**src/rtl/sr_cmd_sequencer_pkg.sv**
```systemverilog
// rtl/sr_cmd_sequencer_pkg.sv - shared FSM states, op encodings and sizing helper for the S/R sequencer
package sr_pkg;

  typedef enum logic [1:0] {ST_IDLE, ST_PULSE, ST_GAP} state_e;

  localparam logic OP_SET = 1'b1;
  localparam logic OP_CLR = 1'b0;
  localparam int   DROP_W = 8;

  // One down-counter serves both the pulse and gap phases, so size it for the larger.
  function automatic int cnt_width(input int pulse_w, input int gap);
    int w;
    w = 1;
    if ($clog2(pulse_w) > w) w = $clog2(pulse_w);
    if ($clog2(gap) > w) w = $clog2(gap);
    return w;
  endfunction

endpackage

```
**src/rtl/sr_cmd_fifo.sv**
```systemverilog
// rtl/sr_cmd_fifo.sv - synchronous circular-buffer FIFO with full/empty flags
module sr_cmd_fifo #(
  parameter int DEPTH = 4,
  parameter int WIDTH = 1
) (
  input  logic             clk_i,
  input  logic             rst_ni,
  input  logic             wr_en_i,
  input  logic [WIDTH-1:0] wr_data_i,
  input  logic             rd_en_i,
  output logic [WIDTH-1:0] rd_data_o,
  output logic             full_o,
  output logic             empty_o
);

  localparam int AW = $clog2(DEPTH);

  logic [AW:0]      wr_ptr_q, wr_ptr_d, rd_ptr_q, rd_ptr_d;
  logic [WIDTH-1:0] mem_q [DEPTH];
  logic             do_wr, do_rd;

  // The extra pointer MSB distinguishes a full buffer from an empty one.
  assign empty_o   = (wr_ptr_q == rd_ptr_q);
  assign full_o    = (wr_ptr_q[AW-1:0] == rd_ptr_q[AW-1:0]) && (wr_ptr_q[AW] != rd_ptr_q[AW]);
  assign do_wr     = wr_en_i && !full_o;
  assign do_rd     = rd_en_i && !empty_o;
  assign wr_ptr_d  = do_wr ? wr_ptr_q + (AW+1)'(1) : wr_ptr_q;
  assign rd_ptr_d  = do_rd ? rd_ptr_q + (AW+1)'(1) : rd_ptr_q;
  assign rd_data_o = mem_q[rd_ptr_q[AW-1:0]];

  always_ff @(posedge clk_i or negedge rst_ni) begin
    if (!rst_ni) begin
      wr_ptr_q <= '0;
      rd_ptr_q <= '0;
    end else begin
      wr_ptr_q <= wr_ptr_d;
      rd_ptr_q <= rd_ptr_d;
    end
  end

  always_ff @(posedge clk_i) begin
    if (do_wr) mem_q[wr_ptr_q[AW-1:0]] <= wr_data_i;
  end

endmodule

```
**src/rtl/sr_cmd_sequencer.sv**
```systemverilog
// rtl/sr_cmd_sequencer.sv - buffers set/clear commands and replays them as non-overlapping s/r pulses
// SR_SEQ_COALESCE_EN: skip commands that would not change the shadowed flip-flop state.
module sr_cmd_sequencer
  import sr_pkg::*;
#(
  parameter int DEPTH   = 4,
  parameter int PULSE_W = 1,
  parameter int GAP     = 1
) (
  input  logic              clk_i,
  input  logic              rst_ni,
  input  logic              cmd_valid_i,
  input  logic              cmd_op_i,
  output logic              cmd_ready_o,
  output logic              s_o,
  output logic              r_o,
  output logic              busy_o,
  output logic              exp_q_o,
  output logic [DROP_W-1:0] drop_cnt_o
);

  localparam int             CW       = cnt_width(PULSE_W, GAP);
  localparam logic [CW-1:0]  PULSE_LD = CW'(PULSE_W - 1);
  localparam logic [CW-1:0]  GAP_LD   = (GAP > 0) ? CW'(GAP - 1) : '0;

  state_e         state_q, state_d;
  logic [CW-1:0]  cnt_q, cnt_d;
  logic           s_q, s_d, r_q, r_d, exp_q_q, exp_q_d;
  logic           fifo_full, fifo_empty, fifo_op, pop, redundant;

  assign cmd_ready_o = !fifo_full && rst_ni;

  sr_cmd_fifo #(.DEPTH(DEPTH), .WIDTH(1)) u_fifo (
    .clk_i     (clk_i),
    .rst_ni    (rst_ni),
    .wr_en_i   (cmd_valid_i && cmd_ready_o),
    .wr_data_i (cmd_op_i),
    .rd_en_i   (pop),
    .rd_data_o (fifo_op),
    .full_o    (fifo_full),
    .empty_o   (fifo_empty)
  );

`ifdef SR_SEQ_COALESCE_EN
  logic [DROP_W-1:0] drop_q, drop_d;
  assign redundant  = (fifo_op == exp_q_q);
  assign drop_cnt_o = drop_q;
`else
  assign redundant  = 1'b0;
  assign drop_cnt_o = '0;
`endif

  always_comb begin
    state_d = state_q;
    cnt_d   = cnt_q;
    s_d     = s_q;
    r_d     = r_q;
    exp_q_d = exp_q_q;
    pop     = 1'b0;
`ifdef SR_SEQ_COALESCE_EN
    drop_d  = drop_q;
`endif
    case (state_q)
      ST_IDLE: begin
        if (!fifo_empty) begin
          pop = 1'b1;
          if (redundant) begin
`ifdef SR_SEQ_COALESCE_EN
            if (drop_q != '1) drop_d = drop_q + 1'b1;
`endif
          end else begin
            state_d = ST_PULSE;
            s_d     = (fifo_op == OP_SET);
            r_d     = (fifo_op == OP_CLR);
            cnt_d   = PULSE_LD;
          end
        end
      end
      ST_PULSE: begin
        if (cnt_q == '0) begin
          // s_q alone identifies the op being pulsed, so it becomes the new shadow value.
          exp_q_d = s_q;
          s_d     = 1'b0;
          r_d     = 1'b0;
          if (GAP == 0) begin
            state_d = ST_IDLE;
          end else begin
            state_d = ST_GAP;
            cnt_d   = GAP_LD;
          end
        end else begin
          cnt_d = cnt_q - 1'b1;
        end
      end
      ST_GAP: begin
        if (cnt_q == '0) state_d = ST_IDLE;
        else             cnt_d   = cnt_q - 1'b1;
      end
      default: state_d = ST_IDLE;
    endcase
  end

  always_ff @(posedge clk_i or negedge rst_ni) begin
    if (!rst_ni) begin
      state_q <= ST_IDLE;
      cnt_q   <= '0;
      s_q     <= 1'b0;
      r_q     <= 1'b0;
      exp_q_q <= 1'b0;
`ifdef SR_SEQ_COALESCE_EN
      drop_q  <= '0;
`endif
    end else begin
      state_q <= state_d;
      cnt_q   <= cnt_d;
      s_q     <= s_d;
      r_q     <= r_d;
      exp_q_q <= exp_q_d;
`ifdef SR_SEQ_COALESCE_EN
      drop_q  <= drop_d;
`endif
    end
  end

  assign s_o     = s_q;
  assign r_o     = r_q;
  assign exp_q_o = exp_q_q;
  assign busy_o  = (state_q != ST_IDLE) || !fifo_empty;

endmodule

```
**config.mk**
```make
export PLATFORM = sky130hd
export DESIGN_NAME = sr_cmd_sequencer
export DESIGN_NICKNAME = d
export VERILOG_FILES = /design/src/rtl/sr_cmd_sequencer_pkg.sv /design/src/rtl/sr_cmd_fifo.sv /design/src/rtl/sr_cmd_sequencer.sv
export SDC_FILE = /design/constraint.sdc
export NUM_CORES = 1
export LEC_CHECK = 0
export ABC_AREA = 1
export BUFFER_PORTS_ARGS = -buffer_cell sky130_fd_sc_hd__buf_4
export CAP_MARGIN = 20
export CORE_ASPECT_RATIO = 1.25
export CORE_MARGIN = 1
export CORE_UTILIZATION = 50
export CTS_CLUSTER_DIAMETER = 60
export DETAILED_ROUTE_END_ITERATION = 7
export GPL_TIMING_DRIVEN = 0
export HOLD_SLACK_MARGIN = 0.05
export PLACE_DENSITY = 0.8
export SLEW_MARGIN = 20
export SYNTH_ARGS = -nofsm -noshare
export SYNTH_HDL_FRONTEND = slang
export SYNTH_SLANG_ARGS = --single-unit
```
**constraint.sdc**
```tcl
create_clock -name clk_i -period 1.6 [get_ports clk_i]
set_input_delay 0.32 -clock clk_i [delete_from_list [all_inputs] [get_ports clk_i]]
set_output_delay 0.32 -clock clk_i [all_outputs]
set_load 0.03 [all_outputs]
```
# Word level (Yosys, flattened, before mapping)
# Memories as Yosys holds them, arrays and structs flattened.
# Cells that the tools add are included.
# classes
add_sub_neg	3
eq_ne	8
mux	16
n_bitwise	2
reduce_logical	17
# ops
cell	n
$mux W1	9
$add A3 B1 Y3 const B	2
$mux W2	3
$ne A2 B2 Y1 const B	3
$pmux W1 S2	3
$pmux W2 S3	1
$reduce_and A3 Y1	2
$reduce_bool A2 Y1	3
$logic_and A1 B1 Y1	5
$reduce_and A2 Y1	2
$eq A3 B3 Y1	1
$eq A2 B1 Y1 const B	1
$eq A2 B2 Y1	1
$eq A2 B2 Y1 const B	1
$logic_not A1 Y1	2
$logic_not A2 Y1	1
$not A1 Y1	2
$reduce_or A2 Y1	1
$logic_or A1 B1 Y1	1
$ne A1 B1 Y1	1
$sub A1 B1 Y1 const B	1
# totals
reg_bits	12
mem_bits_rw	4
output_inout_bits	13
wordCells	54
n_memories	1
# memory_table
name	words	word_bits	rd	rd_clocked_by_memory_dff	write_ports	line_no	rtl
u_fifo.mem_q	4	1	1	0	1	sr_cmd_fifo.sv:19	logic [WIDTH-1:0] mem_q [DEPTH];

# Logic depth before layout (Yosys ltp)
# Gate-level depths: netlist of run 1.
# depth
ltp_word	8
depth_mapped	8
depth_no_buf	8

# Hierarchy
# A second synthesis of run 1 with hierarchy kept.
# unflattened
hier_cells	110
area_unflattened_um2	918.4
# modules_own_cells
mod	n_inst	cells_each	area_each_um2	seq_area_each_um2
sr_cmd_fifo	1	73	618.1	270.3
sr_cmd_sequencer	1	37	300.3	125.1

# Least setup slack after synthesis of run 1
# Ideal clock, no wire load.
# synth_path
path_type	flip-flop to output port
from	register u_fifo.wr_ptr_q[0]
to	output cmd_ready_o
arrival_ns	1.008
slack_ns	0.272
path_stages_with_launch	5
cell_sequence	dfrtp_1 > xnor2_2 > nand3_2 > nand2_1 > inv_1
# synth_between
elab_chain_len	4
# synth_rtl
item	line_no	rtl
start, declared	sr_cmd_fifo.sv:18	logic [AW:0] wr_ptr_q, wr_ptr_d, rd_ptr_q, rd_ptr_d;
start signal, assigned	sr_cmd_fifo.sv:36	wr_ptr_q <= wr_ptr_d;
$eq A2 B2 Y1	sr_cmd_fifo.sv:24	assign full_o = (wr_ptr_q[AW-1:0] == rd_ptr_q[AW-1:0]) && (wr_ptr_q[AW] != rd_ptr_q[AW]);
$logic_and A1 B1 Y1	sr_cmd_fifo.sv:24	
$logic_not A1 Y1	sr_cmd_sequencer.sv:31	assign cmd_ready_o = !fifo_full && rst_ni;
$logic_and A1 B1 Y1	sr_cmd_sequencer.sv:31	
end, declared	sr_cmd_sequencer.sv:14	output logic cmd_ready_o,
# No other way between the ends.

# Worst setup path in the final report of run 1
# layout_path
from	register u_fifo.rd_ptr_q[0]
to	output busy_o
# layout_between
elab_chain_len	3
# layout_rtl
item	line_no	rtl
start, declared	sr_cmd_fifo.sv:18	
start signal, assigned	sr_cmd_fifo.sv:37	rd_ptr_q <= rd_ptr_d;
$eq A3 B3 Y1	sr_cmd_fifo.sv:23	assign empty_o = (wr_ptr_q == rd_ptr_q);
$logic_not A1 Y1	sr_cmd_sequencer.sv:128	assign busy_o = (state_q != ST_IDLE) || !fifo_empty;
$logic_or A1 B1 Y1	sr_cmd_sequencer.sv:128	
end, declared	sr_cmd_sequencer.sv:17	output logic busy_o,
# No other way between the ends.

==> results of run 1 <==
synthesized netlist by cell type:
cell      instances
nand2_1          34
inv_1            18
dfrtp_1          11
buf_4             8
nor2_1            6
ha_1              5
nand3_1           5
edfxtp_1          4
nand4_1           4
nand3_2           2
conb_1            1
inv_2             1
nand2_4           1
nand3_4           1
o21ai_1           1
xnor2_1           1
xnor2_2           1
xor2_1            1
flip-flops by register name (all words and copies together) (netlist names):
name and cells:
r_o 1, s_o 1, u_fifo.wr_ptr_q 3, u_fifo.mem_q 4
exp_q_o 1, state_q 2, u_fifo.rd_ptr_q 3
kinds of logic (layout without fill, tap and decap cells):
group / Yosys count / in the layout / share of synthesized area
flip-flops: 15 / 15 / 0.449
other: 1 / 8 / 0.00426
buffers and inverters: 27 / 51 / 0.149
AO/OA/AOI/OAI: 1 / 1 / 0.00568
adder cells (fa/ha/maj): 5 / 5 / 0.0710
AND/OR/NAND/NOR: 53 / 53 / 0.283
XOR/XNOR: 3 / 3 / 0.0384
stage by stage:
step / instances / instance area [sq um] / hold slack, ns
2_1_floorplan: 112 / 907 / 0.0244
3_3_place_gp: 138 / 990 / 0.182
3_5_place_dp: 138 / 990 / 0.185
4_1_cts: 151 / 1110 / 0.237
5_1_grt: 154 / 1150 / 0.240
6_report: 154 / 1150 / 0.241
worst max-delay path by stage:
stage | startpoint | end | cells past startpoint
after floorplan | u_fifo.wr_ptr_q[0] | cmd_ready_o | 4
after global routing | u_fifo.wr_ptr_q[0] | busy_o | 4
after CTS | u_fifo.rd_ptr_q[0] | busy_o | 4
final | u_fifo.rd_ptr_q[0] | busy_o | 4
after global placement | u_fifo.wr_ptr_q[0] | cmd_ready_o | 5
after detailed placement | u_fifo.wr_ptr_q[1] | cmd_ready_o | 7
per-layer routing:
metal  part of all wire  up-vias  track usage
li1                   -      364            -
met1               0.41      319        0.244
met2               0.53       25        0.358
met3              0.031        6       0.0228
met4              0.020        0        0.109
met5                  0        -            0
final cells by class:
type / instances / area share
buffer: 8 / 0.0522
sequential: 15 / 0.347
multi-input combinational: 70 / 0.356
timing repair buffer: 20 / 0.139
inverter: 19 / 0.0620
tap: 18 / 0.0196
clock buffer: 3 / 0.0196
clock inverter: 1 / 0.00435
timing repair:
action / 4_1_cts / 5_1_grt
pin swaps: 2 / 1
hold endpoints to repair: 11 / 0
setup buffers: 8 / 3
resized for setup: 7 / 7
endpoints found under the setup margin: 2 / 2
hold buffers: 1 / 0
power groups by stage:
stage	logic, mW	registers (mW)	clock network (mW)
4_1_cts	1.30	0.671	0.214
3_5_place_dp	1.02	0.707	0
2_1_floorplan	0.728	0.737	0
3_3_place_gp	0.975	0.694	0
5_1_grt	1.58	0.718	0.231
6_report	1.44	0.702	0.216
==> flow_metrics.env, run 1 <==
export IMPL_status="complete, but fails checks"
export IMPL_violations="setup timing"
export IMPL_wirelength_um=1860
export IMPL_cellLeakagePower_nw=0.632
export IMPL_layout_cells_most_common_list="30 x nand2_1, 25 x buf_4, 15 x inv_1"
export IMPL_initial_utilization=0.550
export IMPL_drc_errors=0
export IMPL_routedWlPerCell_um=12.1
export IMPL_synth_area_top_cells="dfrtp_1 31%, nand2_1 14%, edfxtp_1 14%"
export IMPL_setup_ws_ns=-0.0837
export IMPL_hold_class="in -> reg"
export IMPL_fill_cells=128
export IMPL_powerDensity_nw_per_um2=2050
export IMPL_maxSlewHeadroom=0.648
export IMPL_die_h_um=48.9
export IMPL_drtIter0Drc=14
export IMPL_report_power_total_mw=2.36
export IMPL_path_clk_slew_ns=0.10
export IMPL_maxCapViolCount=0
export IMPL_cts_tree="yes"
export IMPL_max_stage_delay_ns=0.47
export IMPL_cp_cell_sequence="xnor2_4, buf_4, nand4_1, buf_6"
export IMPL_clkSinkCount=15
export IMPL_power_frac_seq=0.298
export IMPL_root_buffer="clkbuf_4"
export IMPL_tightest_slew_ns=0.527
export IMPL_endpoint_kind="output port"
export IMPL_finalMaxSlewViolations=0
export IMPL_regArea_sq_um=399
export IMPL_track_usage=0.211
export IMPL_cts_max_level=1
export IMPL_synth_seq_cells=15
export IMPL_synth_area_sq_um=881
export IMPL_synth_top_area_frac=0.313
export IMPL_final_setup_tns_ns=-0.105
export IMPL_coreArea_sq_um=1600
export IMPL_cp_max_fo=2
export IMPL_post_route_min_period_ns=1.68
export IMPL_rows=16
export IMPL_die_x_um=39.5
export IMPL_max_clock_path_buffers=2
export IMPL_grt_first_pass_wirelength_um=2880
export IMPL_path_buf_inv=2
export IMPL_worstPathRequired_ns=1.28
export IMPL_dpl_hpwl_um=1150
export IMPL_min_delay_start="cmd_op_i"
export IMPL_clock_power_share=0.092
export IMPL_layout_commonest_cell="nand2_1"
export IMPL_antenna_left=0
export IMPL_hold_path_end="u_fifo.mem_q[3]"
export IMPL_r2r_start="u_fifo.wr_ptr_q[1]"
export IMPL_regToRegSetupSlack_ns=0.14
export IMPL_swShare=0.462
export IMPL_io_pins=17
export IMPL_path_delay_family="flip-flops"
export IMPL_grt_pass1_vias=705
export IMPL_critPathLaunchType="flop"
export IMPL_yosys_warnings=0
export IMPL_critPathKind="reg -> out"
export IMPL_seq_area_frac_synth=0.449
export IMPL_overflow=0
export IMPL_utilization=0.718
export IMPL_vias=714
export IMPL_dp_slack_ns=0.106
export IMPL_max_freq_ghz=0.594
export IMPL_drt_pass1_iter_count=4
export IMPL_final_nets=146
export IMPL_final_setup_viol_count=2
export IMPL_reg2regPathDepth=7
export IMPL_hold_path_depth=1
export IMPL_synth_area_leader_cell="dfrtp_1"
export IMPL_vdd_drop_max_mv=1.23
export IMPL_place_congestion=0.717
export IMPL_cp_slowest_cell="dfrtp_2"
export IMPL_rsz0062_at_grt="yes"
export IMPL_synthToLayoutAreaGrowth_pct=30.5
export IMPL_p_comb_frac=0.611
export IMPL_drive_gt1_frac=0.346
export IMPL_p_sw_mw=1.09
export IMPL_syn_inst=105
export IMPL_cts_buffers=3
export IMPL_synth_cell_types=18
export IMPL_vias_per_cell=4.64
export IMPL_syn_area_per_cell_sq_um=8.39
export IMPL_die_area_sq_um=1930
export IMPL_hold_viol=0
export IMPL_crit_arrival_ns=1.36
export IMPL_fin_skew_ns=0.0102
export IMPL_clk_latency_ns=0.28
export IMPL_reg2reg_to="u_fifo.mem_q[3]"
export IMPL_p_int_mw=1.27
export IMPL_multi_input_area_sq_um=409
export IMPL_antenna_cells=0
export IMPL_min_period_over_period=1.05
export IMPL_grt_antenna_before_repair=0
export IMPL_grt_max_degree=12
export IMPL_io_buffers=8
Note: power is estimated with default switching activity, not from simulation.
==> inputs of run 2 (changes only) <==
--- a/config.mk
+++ b/config.mk
@@ -7,7 +7,6 @@
 export LEC_CHECK = 0
 export ABC_AREA = 1
 export BUFFER_PORTS_ARGS = -buffer_cell sky130_fd_sc_hd__buf_4
-export CAP_MARGIN = 20
 export CORE_ASPECT_RATIO = 1.25
 export CORE_MARGIN = 1
 export CORE_UTILIZATION = 50
@@ -16,6 +15,7 @@
 export GPL_TIMING_DRIVEN = 0
 export HOLD_SLACK_MARGIN = 0.05
 export PLACE_DENSITY = 0.8
+export SKIP_LAST_GASP = 1
 export SLEW_MARGIN = 20
 export SYNTH_ARGS = -nofsm -noshare
 export SYNTH_HDL_FRONTEND = slang
==> flow_metrics.env, run 2 (same netlist as run 1, synthesis figures left out) <==
export IMPL_status="complete, but fails checks"
export IMPL_violations="setup timing"
export IMPL_cp_slowest_cell="dfrtp_2"
export IMPL_critPathLaunchType="flop"
export IMPL_critPathKind="reg -> out"
export IMPL_endpoint_kind="output port"
export IMPL_coreArea_sq_um=1600
export IMPL_regToRegSetupSlack_ns=0.16
export IMPL_grt_pass1_vias=700
export IMPL_largest_reg_flops=4
export IMPL_setup_ws_ns=-0.0875
export IMPL_final_nets=145
export IMPL_final_setup_viol_count=2
export IMPL_grt_max_degree=12
export IMPL_die_x_um=39.5
export IMPL_io_pins=17
export IMPL_cp_endpoint="busy_o"
export IMPL_grt_first_pass_wirelength_um=2820
export IMPL_synthToLayoutAreaGrowth_pct=29.7
export IMPL_fill_cells=130
export IMPL_post_route_min_period_ns=1.69
export IMPL_clk_latency_ns=0.28
export IMPL_report_power_total_mw=2.33
export IMPL_layout_commonest_cell="nand2_1"
export IMPL_max_clock_path_buffers=2
export IMPL_r2r_start="u_fifo.wr_ptr_q[1]"
export IMPL_min_period_over_period=1.05
export IMPL_crit_arrival_ns=1.37
export IMPL_crit_path_start="u_fifo.rd_ptr_q[0]"
export IMPL_drive_gt1_frac=0.319
export IMPL_overflow=0
export IMPL_reg2regPathDepth=7
export IMPL_wirelength_um=1850
export IMPL_cts_tree="yes"
export IMPL_hold_class="in -> reg"
export IMPL_drtIter0Drc=15
export IMPL_finalMaxSlewViolations=0
export IMPL_dpl_cell_area_sq_um=990
export IMPL_fin_skew_ns=0.0108
export IMPL_max_freq_ghz=0.593
export IMPL_antenna_cells=0
export IMPL_maxSlewHeadroom=0.647
export IMPL_path_buf_inv=2
export IMPL_cts_buffers=3
export IMPL_hold_viol=0
export IMPL_clkSinkCount=15
export IMPL_cp_cell_sequence="xnor2_4, buf_4, nand4_1, buf_6"
export IMPL_io_buffers=8
export IMPL_dpl_hpwl_um=1150
export IMPL_rows=16
export IMPL_tightest_slew_ns=0.528
export IMPL_maxCapViolCount=0
export IMPL_powerDensity_nw_per_um2=2040
export IMPL_path_delay_family="flip-flops"
export IMPL_drc_errors=0
export IMPL_place_congestion=0.717
export IMPL_antenna_left=0
export IMPL_rsz0062_at_grt="yes"
export IMPL_vdd_drop_max_mv=1.19
export IMPL_vias_per_cell=4.73
export IMPL_max_stage_delay_ns=0.47
export IMPL_drt_pass1_iter_count=4
export IMPL_vias=724
export IMPL_cts_max_level=1
export IMPL_cp_max_fo=2
export IMPL_die_h_um=48.9
export IMPL_initial_utilization=0.550
export IMPL_routedWlPerCell_um=12.1
export IMPL_cellLeakagePower_nw=0.630
export IMPL_worstPathRequired_ns=1.28
export IMPL_root_buffer="clkbuf_4"
export IMPL_path_clk_slew_ns=0.10
export IMPL_grt_antenna_before_repair=0
export IMPL_fin_area_sq_um=1140
export IMPL_reg2reg_to="u_fifo.mem_q[3]"
export IMPL_hold_slack_ns=0.243
export IMPL_track_usage=0.207
export IMPL_die_area_sq_um=1930
export IMPL_layout_cells_most_common_list="32 x nand2_1, 24 x buf_4, 16 x inv_1"
export IMPL_critical_path_cell_count=4
-- run 2: repair_timing --
| action | 4_1_cts | 5_1_grt |
|---|---|---|
| setup buffers | 8 | 2 |
| resized for setup | 5 | 7 |
| pin swaps | 2 | 1 |
| hold buffers | 1 | 0 |
| endpoints found under the setup margin | 2 | 2 |
| endpoints found under the hold margin | 11 | 0 |
-- run 2: cell type report --
class | count | area (sq um) | area share
plain buffers | 8 | 60.1 | 0.0526
inverters | 19 | 71.3 | 0.0624
multi-input cells | 70 | 409 | 0.358
well taps | 18 | 22.5 | 0.0197
repair buffers | 19 | 153 | 0.134
flip-flops and latches | 15 | 399 | 0.349
clock inverters | 1 | 5.00 | 0.00438
clock buffers | 3 | 22.5 | 0.0197
-- run 2: how the worst min path moves through the flow --
stage	start	to	slack [ns]	cells after the start
after CTS	cmd_op_i	u_fifo.mem_q[0]	0.24	1
final	cmd_op_i	u_fifo.mem_q[3]	0.24	1
after global placement	rst_ni	u_fifo.rd_ptr_q[2]	0.18	1
after global routing	cmd_op_i	u_fifo.mem_q[1]	0.24	1
after floorplan	rst_ni	exp_q_o	0.02	0
after detailed placement	rst_ni	u_fifo.rd_ptr_q[2]	0.18	1
-- run 2: report_power, final --
group | switching, mW | leakage, nW | internal [mW]
logic | 0.810 | 0.443 | 0.608
clock network | 0.122 | 0.0177 | 0.0927
registers | 0.151 | 0.170 | 0.550
total | 1.08 | 0.630 | 1.25
-- run 2: per-layer routing --
layer,up-vias,share of wire,track usage
met4,0,0.025,0.109
met3,6,0.042,0.0228
met5,-,0,0
met2,31,0.53,0.358
met1,321,0.40,0.232
li1,366,-,-
-- run 2: stage by stage --
step	setup slack (ns)	utilization	TNS, ns	std cells
after floorplan	0.272	-	0	112
after global placement	0.142	0.618	0	138
after detailed placement	0.106	0.618	0	138
after CTS	-0.0759	0.689	-0.108	151
after global routing	-0.140	0.713	-0.229	153
final	-0.0875	0.713	-0.106	153
